**config.mk**
```make
export PLATFORM = sky130hd
export DESIGN_NAME = cmd_input_conditioner_flat
export DESIGN_NICKNAME = d
export VERILOG_FILES = /design/src/rtl/cmd_input_conditioner_if.sv /design/src/rtl/cmd_input_conditioner.sv /design/src/flat_wrapper.sv
export SDC_FILE = /design/constraint.sdc
export NUM_CORES = 1
export LEC_CHECK = 0
export BUFFER_PORTS_ARGS = -buffer_cell sky130_fd_sc_hd__buf_2
export CAP_MARGIN = 20
export CORE_MARGIN = 3
export CORE_UTILIZATION = 55
export CTS_CLUSTER_SIZE = 12
export DETAILED_ROUTE_END_ITERATION = 10
export PLACE_DENSITY = 0.75
export SLEW_MARGIN = 5
export SYNTH_ARGS = -nofsm -noshare
export SYNTH_HDL_FRONTEND = slang
export SYNTH_SLANG_ARGS = --single-unit
```
**constraint.sdc**
```tcl
create_clock -name clk -period 2.11 [get_ports clk]
set_clock_uncertainty 0.15 [all_clocks]
set_input_delay 0.211 -clock clk [delete_from_list [all_inputs] [get_ports clk]]
set_output_delay 0.211 -clock clk [all_outputs]
set_load 0.05 [all_outputs]
```
**src/rtl/cmd_input_conditioner_if.sv**
```systemverilog
// Pin-side bundle of the command input conditioner: raw board inputs in,
// clean command word and single-cycle button pulses out.
interface cmd_input_conditioner_if;
    logic [2:0] sw_cmd_raw;
    logic       btn_confirm_raw;
    logic       btn_exit_raw;
    logic [2:0] command;
    logic       btn_confirm;
    logic       btn_exit;

    modport master (
        output sw_cmd_raw,
        output btn_confirm_raw,
        output btn_exit_raw,
        input  command,
        input  btn_confirm,
        input  btn_exit
    );

    modport slave (
        input  sw_cmd_raw,
        input  btn_confirm_raw,
        input  btn_exit_raw,
        output command,
        output btn_confirm,
        output btn_exit
    );
endinterface

```
**src/rtl/cmd_input_conditioner.sv**
```systemverilog
// Synchronises and debounces the confirm/exit buttons and the 3-bit command switches.
// Optional feature macro LONG_PRESS_EN: a long confirm hold also emits one btn_exit pulse.
module cmd_input_conditioner #(
    parameter int unsigned DEBOUNCE_CYCLES   = 32'd1_000_000,
    parameter int unsigned LONG_PRESS_CYCLES = 32'd100_000_000
) (
    input  logic                   clk,
    input  logic                   rst_n,
    cmd_input_conditioner_if.slave bus
);

    localparam int unsigned DCW = (DEBOUNCE_CYCLES > 32'd1) ? $clog2(DEBOUNCE_CYCLES) : 32'd1;
    // Command counter saturates at D-1; button counter fires at D-2 so the entry
    // cycle into PRESS_WAIT already counts as the first stable sample.
    localparam logic [DCW-1:0] CMD_LAST = DCW'(DEBOUNCE_CYCLES - 32'd1);
    localparam logic [DCW-1:0] BTN_LAST = DCW'((DEBOUNCE_CYCLES > 32'd1) ?
                                               (DEBOUNCE_CYCLES - 32'd2) : 32'd0);
    localparam int CH_CONFIRM = 0;
    localparam int CH_EXIT    = 1;

    typedef enum logic [1:0] {
        RELEASED     = 2'd0,
        PRESS_WAIT   = 2'd1,
        PRESSED      = 2'd2,
        RELEASE_WAIT = 2'd3
    } btn_state_e;

    logic [4:0]     sync1_r;
    logic [4:0]     sync2_r;
    logic [2:0]     sw_sync_s;
    logic [1:0]     btn_sync_s;

    btn_state_e     btn_state_r [2];
    logic [DCW-1:0] btn_cnt_r   [2];
    logic [1:0]     btn_fire_s;

    logic [2:0]     cand_r;
    logic [DCW-1:0] cmd_cnt_r;
    logic           cmd_eligible_s;
    logic           cmd_update_s;
    logic           long_fire_s;

    logic [2:0]     command_r;
    logic           btn_confirm_r;
    logic           btn_exit_r;

    // Two-flop synchroniser for all raw inputs, packed as {switches, exit, confirm}.
    always_ff @(posedge clk or negedge rst_n) begin
        if (!rst_n) begin
            sync1_r <= 5'b0_0000;
            sync2_r <= 5'b0_0000;
        end else begin
            sync1_r <= {bus.sw_cmd_raw, bus.btn_exit_raw, bus.btn_confirm_raw};
            sync2_r <= sync1_r;
        end
    end

    // Unpack the synchronised word into the switch word and button levels.
    always_comb begin
        sw_sync_s  = sync2_r[4:2];
        btn_sync_s = sync2_r[1:0];
    end

    // Press acceptance strobe: the cycle the debounce of a press completes.
    always_comb begin
        btn_fire_s = 2'b00;
        for (int ch = 0; ch < 2; ch++) begin
            btn_fire_s[ch] = (btn_state_r[ch] == PRESS_WAIT) && btn_sync_s[ch] &&
                             (btn_cnt_r[ch] == BTN_LAST);
        end
    end

    // Button debounce FSMs, one per channel.
    always_ff @(posedge clk or negedge rst_n) begin
        if (!rst_n) begin
            for (int ch = 0; ch < 2; ch++) begin
                btn_state_r[ch] <= RELEASED;
                btn_cnt_r[ch]   <= '0;
            end
        end else begin
            for (int ch = 0; ch < 2; ch++) begin
                case (btn_state_r[ch])
                    RELEASED: begin
                        btn_cnt_r[ch] <= '0;
                        if (btn_sync_s[ch]) begin
                            btn_state_r[ch] <= PRESS_WAIT;
                        end
                    end
                    PRESS_WAIT: begin
                        if (!btn_sync_s[ch]) begin
                            btn_state_r[ch] <= RELEASED;
                            btn_cnt_r[ch]   <= '0;
                        end else if (btn_cnt_r[ch] == BTN_LAST) begin
                            btn_state_r[ch] <= PRESSED;
                            btn_cnt_r[ch]   <= '0;
                        end else begin
                            btn_cnt_r[ch] <= btn_cnt_r[ch] + DCW'(1'b1);
                        end
                    end
                    PRESSED: begin
                        btn_cnt_r[ch] <= '0;
                        if (!btn_sync_s[ch]) begin
                            btn_state_r[ch] <= RELEASE_WAIT;
                        end
                    end
                    RELEASE_WAIT: begin
                        if (btn_sync_s[ch]) begin
                            btn_state_r[ch] <= PRESSED;
                            btn_cnt_r[ch]   <= '0;
                        end else if (btn_cnt_r[ch] == BTN_LAST) begin
                            btn_state_r[ch] <= RELEASED;
                            btn_cnt_r[ch]   <= '0;
                        end else begin
                            btn_cnt_r[ch] <= btn_cnt_r[ch] + DCW'(1'b1);
                        end
                    end
                    default: begin
                        btn_state_r[ch] <= RELEASED;
                        btn_cnt_r[ch]   <= '0;
                    end
                endcase
            end
        end
    end

    // Command candidate tracking: any change restarts the stability count.
    always_ff @(posedge clk or negedge rst_n) begin
        if (!rst_n) begin
            cand_r    <= 3'b000;
            cmd_cnt_r <= '0;
        end else if (sw_sync_s != cand_r) begin
            cand_r    <= sw_sync_s;
            cmd_cnt_r <= '0;
        end else if (cmd_cnt_r != CMD_LAST) begin
            cmd_cnt_r <= cmd_cnt_r + DCW'(1'b1);
        end else begin
            cmd_cnt_r <= cmd_cnt_r;
        end
    end

    // A stable candidate may reach the output only while confirm is idle and
    // not firing, so a confirm pulse always sees the pre-update command.
    always_comb begin
        cmd_eligible_s = (sw_sync_s == cand_r) && (cmd_cnt_r == CMD_LAST);
        cmd_update_s   = cmd_eligible_s &&
                         ((btn_state_r[CH_CONFIRM] == RELEASED) ||
                          (btn_state_r[CH_CONFIRM] == PRESS_WAIT)) &&
                         !btn_fire_s[CH_CONFIRM];
    end

`ifdef LONG_PRESS_EN
    localparam int unsigned HCW = $clog2(LONG_PRESS_CYCLES + 32'd1);
    localparam logic [HCW-1:0] HOLD_MAX  = HCW'(LONG_PRESS_CYCLES);
    localparam logic [HCW-1:0] HOLD_LAST = HCW'(LONG_PRESS_CYCLES - 32'd1);

    logic [HCW-1:0] hold_cnt_r;
    logic           long_done_r;

    // Long-press strobe, at most once until confirm fully releases.
    always_comb begin
        long_fire_s = (btn_state_r[CH_CONFIRM] == PRESSED) &&
                      (hold_cnt_r == HOLD_LAST) && !long_done_r;
    end

    // Hold counter runs only in PRESSED; the done flag survives release bounce.
    always_ff @(posedge clk or negedge rst_n) begin
        if (!rst_n) begin
            hold_cnt_r  <= '0;
            long_done_r <= 1'b0;
        end else begin
            if (btn_state_r[CH_CONFIRM] != PRESSED) begin
                hold_cnt_r <= '0;
            end else if (hold_cnt_r != HOLD_MAX) begin
                hold_cnt_r <= hold_cnt_r + HCW'(1'b1);
            end else begin
                hold_cnt_r <= hold_cnt_r;
            end

            if (btn_state_r[CH_CONFIRM] == RELEASED) begin
                long_done_r <= 1'b0;
            end else if (long_fire_s) begin
                long_done_r <= 1'b1;
            end else begin
                long_done_r <= long_done_r;
            end
        end
    end
`else
    // Without long-press support exit pulses come only from the exit button.
    always_comb begin
        long_fire_s = 1'b0;
    end
`endif

    // Registered outputs.
    always_ff @(posedge clk or negedge rst_n) begin
        if (!rst_n) begin
            command_r     <= 3'b000;
            btn_confirm_r <= 1'b0;
            btn_exit_r    <= 1'b0;
        end else begin
            if (cmd_update_s) begin
                command_r <= cand_r;
            end else begin
                command_r <= command_r;
            end
            btn_confirm_r <= btn_fire_s[CH_CONFIRM];
            btn_exit_r    <= btn_fire_s[CH_EXIT] | long_fire_s;
        end
    end

    assign bus.command     = command_r;
    assign bus.btn_confirm = btn_confirm_r;
    assign bus.btn_exit    = btn_exit_r;

endmodule

```
**src/flat_wrapper.sv**
```systemverilog
// flat-port wrapper written by rule: the top's interface ports become plain ports
module cmd_input_conditioner_flat 
#(
    parameter int unsigned DEBOUNCE_CYCLES   = 32'd1_000_000,
    parameter int unsigned LONG_PRESS_CYCLES = 32'd100_000_000
)
  (clk, rst_n, bus_sw_cmd_raw, bus_btn_confirm_raw, bus_btn_exit_raw, bus_command, bus_btn_confirm, bus_btn_exit);
  cmd_input_conditioner_if bus_i ();
  input  logic clk;
  input  logic rst_n;
  input wire logic [$bits(bus_i.sw_cmd_raw)-1:0] bus_sw_cmd_raw;
  input wire logic [$bits(bus_i.btn_confirm_raw)-1:0] bus_btn_confirm_raw;
  input wire logic [$bits(bus_i.btn_exit_raw)-1:0] bus_btn_exit_raw;
  output wire logic [$bits(bus_i.command)-1:0] bus_command;
  output wire logic [$bits(bus_i.btn_confirm)-1:0] bus_btn_confirm;
  output wire logic [$bits(bus_i.btn_exit)-1:0] bus_btn_exit;
  assign bus_i.sw_cmd_raw = bus_sw_cmd_raw;
  assign bus_i.btn_confirm_raw = bus_btn_confirm_raw;
  assign bus_i.btn_exit_raw = bus_btn_exit_raw;
  assign bus_command = bus_i.command;
  assign bus_btn_confirm = bus_i.btn_confirm;
  assign bus_btn_exit = bus_i.btn_exit;
  cmd_input_conditioner #(.DEBOUNCE_CYCLES(DEBOUNCE_CYCLES), .LONG_PRESS_CYCLES(LONG_PRESS_CYCLES)) u_core (.clk(clk), .rst_n(rst_n), .bus(bus_i));
endmodule
```
==> metrics.txt, run 1 <==
fin cells=469; drt pass-1 iters=4; Int Power=between 2 and 2.5 mW; Crit. End Element=register; initial antenna violation count=0; Worst Path Required=2.19 ns; Sequential Power Share=0.540; sw power=671 uW; total clock sinks=82; DRC viols=0; RSZ-0062 raised after global routing=yes; Final Critical Period=2.13 ns; nets=399; Post-Route WL=6.62 mm; worst r2r path cells=5; placed inst area=3980 um2; Slew Limit Fails=0; Hold Slack=a little over 0.2 ns; Overall Global Routing Usage=0.194; Critical Path Start=u_core.cmd_cnt_r[10]; sw frac=0.226; Routed WL per cell=14.1 um; Main synth FF type=dfrtp_1; GR Overflow Total=0; Worst path top cell family by delay=simple AND/OR/NAND/NOR gates; YS warnings=0; worst min path class=register to register; hold-critical path endpoint=u_core.sync2_r[0]; post-synth top area share=0.559; Worst Min Path Start=u_core.sync1_r[0]; FP Rows=29; commonest non-fill, non-tap cell in the layout=dfrtp_1; status=complete, but fails checks; crit-path max cell delay=roughly 0.46 ns; Max Clk Rate=between 0.4 and 0.5 GHz; initial drt markers=132; final std cell area, no fill=between 4000 and 5000 um2; CP arrival=about 2.2 ns; DP HPWL=4.42 mm; asr flop ratio synth=1.00; via count=2,517; Core ar.=6420 um2; top post-synthesis cells by area=dfrtp_1 56%, xor2_1 9.8%, nor2_1 6.1%, nand3_1 3.5%, xnor2_1 3.3%; flops & latches, synth=between 80 and 90; fillers=~500; max cap viols=0; Clock Path Buffers=2; io pins=12; Final GP Congestion=slightly above 0.8; Post-synth EDFFs=0; WS Path Type=register to register; most frequent cells in the layout=82 x dfrtp_1, 59 x nor2_1, 41 x xor2_1; Via density=5.37; Comb power frac=0.033; Initial Util=0.571; # port buffers=11; largest net degree at the start of global routing=between 40 and 50; Tcrit/Tclk final=1.01; setup_tns=-0.0554 ns; vias in the first global route=around 2,500; Area Growth Syn to Fin=17.4%; Clock Pin Slew Worst Setup and Hold Paths=approximately 0.080 ns; latest clock arrival within the worst-skew pair=0.35 ns; synth unique cells=36; Clock Tree Root=clkbuf_8; final hold vios=0; Net Count, Synth=about 350; Final WS setup=-0.0246 ns; antenna cells=0; r2r endpoint=u_core.bus.command[2]; Worst Tran Pin Value=~0.56 ns; Slew HR=0.629; pwr/cell area=690 nW/um2; share of layout cells above drive strength 1=0.171; htree depth=3; Num CTS Buffers=9; antenna-violating nets left=0; Worst Path Buf+Inv=0; first-pass GRT wire length=11.7 mm; reg2reg setup slack=-0.02 ns; Critical R2R Launch=u_core.cmd_cnt_r[10]; met2 GRT Util=0.306; Leak=1.90 nW; worst vdd rail ir drop=between 0.4 and 0.5 mV; Hold Path Stages=0; Gate Count Post-Synth=about 340; grt peak-use layer=met2; die width=87.7 um; Die Y-Extent=87.7 um; Avg Cell Area, Syn=10.8 um2; Setup WS pre-CTS=-0.108 ns; CTS tree=done; die area=7690 um2; cell area after synthesis=3670 um2; startpoint types=register; endpoints failing setup=3; Post-Place Cells=445; met1 Use GR=0.263; Critical-path top delay cell=or4_4; Clk pwr share=0.426; failing checks=negative setup slack; met3 Track Usage GR=0.0452; register area share after synthesis=0.559; CP Cell Sequence=nor4b_2, nand4_1, or4_4, a31oi_4, mux2_4; biggest area consumer among synthesized cells=dfrtp_1; worst-path fanout max=3
[routing by layer]
metal | up-vias | routed length, um
li1 | 1250 | -
met4 | 0 | 51
met1 | 1227 | 3240
met3 | 6 | 176
met2 | 34 | 3150
met5 | - | 0
[synth_stat cells (2+ instances only)]
cell type   n
nand4_1    14
clkbuf_1    5
nor4_1      5
nor4_2      2
a21oi_1     5
nand3b_1    2
xnor2_1    14
xor2_1     41
dfrtp_1    82
inv_1       6
mux2_1      4
buf_2       4
and3_1      8
or4b_1      2
nand3_1    26
nor2_1     60
nor3_1      6
and2_1      3
ha_1        5
and4_1      3
or3_1       4
nand2_1    19
and4b_1     3
o21ai_0     5
nor2b_1     2
[power groups by stage]
stage               Clock, mW  Combinational, mW  Sequential [mW]
floorplan                   0             0.0386             1.63
global placement            0             0.0914             1.64
detailed placement          0             0.0935             1.64
CTS                      1.29              0.102             1.61
global route             1.36              0.115             1.61
finish                   1.27             0.0994             1.61
[sequential cells by signal, indices dropped and copies added, names as in the netlist, named ones only]
signal                  cells
u_core.btn_cnt_r           40
u_core.btn_state_r          2
u_core.bus.btn_confirm      1
u_core.bus.btn_exit         1
u_core.bus.command          3
u_core.cand_r               3
u_core.cmd_cnt_r           20
u_core.sync1_r              5
u_core.sync2_r              5
[stage by stage]
| step | util | total power, mW |
|---|---|---|
| after global routing | 0.671 | 3.09 |
| after detailed placement | 0.620 | 1.73 |
| final | 0.671 | 2.97 |
| after global placement | 0.620 | 1.73 |
| after CTS | 0.668 | 3.00 |
| after floorplan | - | 1.67 |
[how the worst max path moves through the flow]
stage                                  to  slack, ns  cells past startpoint
finish              u_core.bus.command[2]      -0.02                      5
global route        u_core.bus.command[2]      -0.10                      5
CTS                 u_core.bus.command[2]      -0.06                      5
detailed placement  u_core.bus.command[2]      -0.11                      5
global placement    u_core.bus.command[0]      -0.05                      5
floorplan           u_core.bus.command[0]      0.008                      5
[logic make-up (layout without fill, tap and decap cells)]
logic type | count (synthesis) | count (layout) | synth area share
simple gates | 166 | 166 | 0.236
mux | 6 | 6 | 0.0181
compound gates | 12 | 12 | 0.0215
flops | 82 | 82 | 0.559
xor+xnor | 55 | 55 | 0.131
buf+inv | 15 | 66 | 0.0167
fa+ha+maj | 5 | 5 | 0.0171
[final cells by class]
| class | instances | area, um2 | share of cell area |
|---|---|---|---|
| sequential | 82 | 2050 | 0.476 |
| multi-input combinational | 244 | 1580 | 0.367 |
| timing repair buffer | 44 | 333 | 0.0773 |
| clock buffer | 9 | 124 | 0.0288 |
| clock inverter | 7 | 101 | 0.0235 |
| tap | 77 | 96.3 | 0.0224 |
| inverter | 6 | 22.5 | 0.00523 |
[repair_timing]
item                                   CTS  global route
setup buffers                            1             1
hold buffers                             6             0
endpoints found under the hold margin   47             0
setup endpoints to repair                3            12
resized for setup                        3             3
pin swaps                                3             2
Power figures use the tool's default switching activity.
==> run 2: changes to the inputs <==
Clock period 2.11 ns to 1.9 ns, I/O delays scaled along.
==> run 2 against run 1 <==
Effect of this change: the run still ends with negative setup slack left; maximum frequency down 2.1%; global-route usage grew 0.68 points; via count up 15%; utilization is 12 points higher; setup slack got worse by 0.26 ns; routed wire length rose by 34%; critical path type unchanged.
==> metrics.txt, run 2 (synthesized netlist as in run 1, its figures left out) <==
status=complete, but fails checks; failing checks=negative setup slack; die width=87.7 um (unchanged); initial antenna violation count=0 (unchanged); io pins=12 (unchanged); RSZ-0062 raised after global routing=yes; drt pass-1 iters=4 (unchanged); antenna cells=0 (unchanged); Worst Tran Pin Value=0.365 ns (-0.192 ns); FP Rows=29 (unchanged); largest net degree at the start of global routing=38 (-17%); Initial Util=0.571 (unchanged); first-pass GRT wire length=12.1 mm (+3.9%); final hold vios=0 (unchanged); Core ar.=6420 um2 (unchanged); latest clock arrival within the worst-skew pair=0.35 ns (about the same); endpoints failing setup=44 (+41); startpoint types=register; Final Critical Period=2.18 ns (+0.0459 ns); total clock sinks=82 (unchanged); Via density=5.60 (+4.4%); Post-Place Cells=471 (+5.8%); commonest non-fill, non-tap cell in the layout=dfrtp_1; Slew HR=0.756 (+0.128); Hold Slack=0.148 ns (-0.0552 ns); CTS tree=done; Most flops, register=u_core.btn_cnt_r; fin cells=515 (+9.8%); Tcrit/Tclk final=1.15 (+0.136); WS Path Type=register to register; antenna-violating nets left=0 (unchanged); Leak=2.18 nW (+15%); vias in the first global route=2,702 (+7.9%); Final GP Congestion=0.821 (+2.0%); Critical Path Start=u_core.cmd_cnt_r[10]; Post-Route WL=8.85 mm (+34%); Setup WS pre-CTS=-0.311 ns (-0.203 ns); worst-path fanout max=3 (unchanged); Clock Pin Slew Worst Setup and Hold Paths=0.08 ns (about the same); Worst Path Required=1.98 ns (-0.21 ns); htree depth=3 (unchanged); DRC viols=0 (unchanged); nets=445 (+12%); fillers=366 (-26%); pwr/cell area=629 nW/um2 (-8.9%); Routed WL per cell=17.2 um (+22%); Max Clk Rate=0.459 GHz (-2.1%); Overall Global Routing Usage=0.201 (+0.00684); max FFs per register=40 (unchanged); CP arrival=2.26 ns (+0.04 ns); Die Y-Extent=87.7 um (unchanged); share of layout cells above drive strength 1=0.377 (+0.206); worst vdd rail ir drop=0.385 mV (-5.6%); Clock Tree Root=clkbuf_8; most frequent cells in the layout=81 x dfrtp_1, 60 x buf_4, 39 x xor2_1; GR Overflow Total=0 (unchanged); Critical R2R Launch=u_core.cmd_cnt_r[10]; initial drt markers=164 (+24%); worst min path class=primary input to async pin; DP HPWL=4.50 mm (+1.9%); Area Growth Syn to Fin=38.6%; Crit. End Element=register; die area=7690 um2 (unchanged); via count=2,886 (+15%); Num CTS Buffers=9 (unchanged); # port buffers=11 (unchanged); Slew Limit Fails=0 (unchanged); biggest regs=u_core.btn_cnt_r x40, u_core.cmd_cnt_r x20; Final WS setup=-0.280 ns (-0.256 ns); Clock Path Buffers=2 (unchanged); max cap viols=0 (unchanged)
-- run 2: cell types whose count changed in the layout (fill, tap and decap cells not counted), sizes merged --
cell / before / now
inv: 8 / 6
bufinv: 2 / 1
clkinv: 1 / 2
buf: 38 / 80
clkbuf: 9 / 15
-- run 2: stage by stage --
stage	cell area, um2	setup TNS [ns]	total power, mW	util
floorplan	3670	-0.605	1.86	-
global placement	4200	-0.790	1.93	0.655
detailed placement	4200	-1.15	1.93	0.655
CTS	4470	-0.756	3.15	0.696
global route	5090	-8.20	3.31	0.792
finish	5090	-3.47	3.20	0.792
-- run 2: metal layers --
layer  GRT usage  share of wire
met5           0              0
met4      0.0697          0.013
met3      0.0611          0.036
met2       0.326           0.54
met1       0.257           0.42
-- run 2: area by class of cell --
| class | instances | area, um2 | area share |
|---|---|---|---|
| Timing Repair Buffer | 90 | 803 | 0.158 |
| Clock inverter | 5 | 55.1 | 0.0108 |
| Tap cell | 77 | 96.3 | 0.0189 |
| Multi-Input combinational cell | 244 | 1920 | 0.378 |
| Inverter | 6 | 22.5 | 0.00443 |
| Clock buffer | 11 | 131 | 0.0258 |
| Sequential cell | 82 | 2050 | 0.404 |
-- run 2: timing repair --
action	in CTS	in global routing
resized for setup	5	95
setup buffers	0	16
hold buffers	6	0
setup endpoints to repair	42	56
endpoints found under the hold margin	87	0
gates cloned	0	6
pin swaps	3	43
-- run 2: path summary, 6_finish.rpt --
path	slack (ns)	endpoint	cells past startpoint
hold reg to reg	0.21	u_core.sync2_r[1]	0
setup reg to reg	-0.28	u_core.bus.command[2]	5
max in group asynchronous	0.87	u_core.sync2_r[3]	3
min in group clk	0.21	u_core.sync2_r[1]	0
setup / recovery	-0.28	u_core.bus.command[2]	5
hold / removal	0.15	u_core.cmd_cnt_r[19]	2
-- run 2: where the power goes --
group	internal [mW]	switching [mW]	total [mW]
Sequential	1.77	0.0212	1.79
Combinational	0.0817	0.108	0.190
Clock	0.604	0.616	1.22
-- run 2: critical path, stage by stage, from the launching register on --
cell and delay [ns]:
dfrtp_1 0.42, nor4b_4 0.28, nand4_1 0.19, or4_4 0.47, a31oi_4 0.23, mux2_4 0.32
==> run 3: changes to the inputs <==
Settings changed: CORE_MARGIN 3 to 2.
==> run 3 against run 2 <==
Effect of this change: the run still ends with negative setup slack left; via count is 7.2% lower; clock power increased by 5%; routed wire length fell by 19%; combinational power down 35%; worst hold slack gained 0.0099 ns; largest cell class unchanged; largest power group unchanged; highest routed layer unchanged.
==> metrics.txt, run 3 (synthesized netlist as in run 1, its figures left out) <==
status=complete, but fails checks; commonest non-fill, non-tap cell in the layout=dfrtp_1; first-pass GRT wire length=12.3 mm (+1.8%); Clock Pin Slew Worst Setup and Hold Paths=0.09 ns (about the same); total clock sinks=82 (unchanged); initial drt markers=127 (-23%); Die Y-Extent=85.7 um (-2.3%); CTS tree=done; max FFs per register=40 (unchanged); Post-Route WL=7.14 mm (-19%); GR Overflow Total=0 (unchanged); final core occ=0.716 (-0.0758); Core ar.=6390 um2 (-0.57%); Final GP Congestion=0.838 (+2.1%); die width=85.7 um (-2.3%); endpoints failing setup=22 (-50%); FP Rows=29 (unchanged); htree depth=3 (unchanged); Final Critical Period=2.18 ns (-0.00442 ns); RSZ-0062 raised after global routing=yes; die area=7340 um2 (-4.5%); antenna cells=0 (unchanged); latest clock arrival within the worst-skew pair=0.35 ns (about the same); worst min path class=primary input to async pin; Clk pwr share=0.402 (+0.020); CP arrival=2.27 ns (about the same); Via density=5.40 (-3.7%); Tcrit/Tclk final=1.15 (-0.00233); pwr/cell area=697 nW/um2 (+11%); io pins=12 (unchanged); sw frac=0.230 (-0.00339); Comb power frac=0.038 (-0.021); biggest regs=u_core.btn_cnt_r x40, u_core.cmd_cnt_r x20; DP HPWL=4.92 mm (+9.3%); Area Growth Syn to Fin=24.7%; Max Clk Rate=0.460 GHz (+0.20%); worst vdd rail ir drop=0.657 mV (+71%); Worst Tran Pin Value=0.426 ns (+0.0606 ns); drt pass-1 iters=6 (+2); vias in the first global route=2,697 (-0.19%); Overall Global Routing Usage=0.214 (+0.0126); nets=426 (-4.3%); Initial Util=0.574 (+0.00325); initial antenna violation count=0 (unchanged); Slew HR=0.716 (-0.0404); startpoint types=register; Clock Path Buffers=2 (unchanged); Leak=2.06 nW (-5.3%); # port buffers=11 (unchanged); Num CTS Buffers=9 (unchanged); most frequent cells in the layout=82 x dfrtp_1, 59 x nor2_1, 51 x buf_4; Routed WL per cell=14.4 um (-16%); WS Path Type=register to register; max cap viols=0 (unchanged); Setup WS pre-CTS=-0.336 ns (-0.0250 ns); final hold vios=0 (unchanged); largest net degree at the start of global routing=51 (+34%); Sequential Power Share=0.559 (about the same); DRC viols=0 (unchanged); Final WS setup=-0.276 ns (+0.00442 ns); via count=2,678 (-7.2%); Worst Path Required=2.00 ns (+0.02 ns); sw power=733 uW (-1.7%); Int Power=2.46 mW (+0.16%); Clock Tree Root=clkbuf_8; antenna-violating nets left=0 (unchanged); Slew Limit Fails=0 (unchanged); share of layout cells above drive strength 1=0.243 (-0.133); Most flops, register=u_core.btn_cnt_r; Crit. End Element=register; failing checks=negative setup slack; worst-path fanout max=3 (unchanged)
==> run 3: changes by cell type in the layout (fill, tap and decap cells not counted), moves of 4 or more <==
| cell | delta |
|---|---|
| nor2_2 | -10 |
| nor2_1 | +37 |
| buf_6 | -5 |
| clkbuf_16 | -4 |
| buf_4 | -9 |
| nor2_4 | -27 |
==> run 3: worst paths after layout <==
check                                      from                     to  slack (ns)  depth (start not counted)
hold / removal                            rst_n    u_core.cmd_cnt_r[9]        0.16                          2
setup / recovery           u_core.cmd_cnt_r[13]  u_core.bus.command[2]       -0.28                          5
max in group asynchronous                 rst_n   u_core.btn_cnt_r[19]        0.85                          3
hold reg to reg               u_core.sync1_r[1]      u_core.sync2_r[1]        0.20                          0
min in group clk              u_core.sync1_r[1]      u_core.sync2_r[1]        0.20                          0
setup reg to reg           u_core.cmd_cnt_r[13]  u_core.bus.command[2]       -0.28                          5
==> run 3: area by class of cell <==
class                           instances  area, um2
Inverter                                6       22.5
Multi-Input combinational cell        244       1630
Timing Repair Buffer                   71        564
Tap cell                               77       96.3
Fill cell                             446       1810
Clock inverter                          6       66.3
Sequential cell                        82       2050
Clock buffer                           10        138
==> run 3: what timing repair did <==
item / CTS / global route
gates resized for setup: 4 / 15
hold buffers: 6 / 0
hold endpoints to repair: 37 / 0
endpoints found under the setup margin: 41 / 52
pin swaps: 7 / 4
buffers inserted: 2 / 3
==> run 3: worst max-delay path: stages (launching register included) <==
cell and delay (ns):
dfrtp_1 0.40, nor4b_2 0.32, nand4_1 0.18, or4_4 0.46
a31oi_4 0.23, mux2_4 0.32
==> run 3: power by group through the flow <==
stage	clock (mW)	sequential [mW]	combinational, mW
floorplan	0	1.81	0.0429
global placement	0	1.82	0.111
detailed placement	0	1.82	0.114
CTS	1.30	1.78	0.123
global route	1.39	1.79	0.138
finish	1.28	1.78	0.123
==> run 3: stage by stage <==
stage          TNS, ns  hold slack (ns)  instances  instance area, um2  power, mW
5_1_grt          -3.65            0.179        496                4570       3.31
3_3_place_gp    -0.830          0.00326        471                4200       1.93
6_report         -1.03            0.158        496                4570       3.19
2_1_floorplan   -0.605           -0.256        341                3670       1.86
3_5_place_dp    -0.996          0.00714        471                4200       1.93
4_1_cts          -1.76            0.160        495                4500       3.21
==> run 3: routing by layer <==
metal	share of wire	vias up	track usage
met1	0.46	1310	0.281
li1	-	1306	-
met4	0.021	0	0.0794
met5	0	-	0
met3	0.035	16	0.0597
met2	0.49	46	0.341
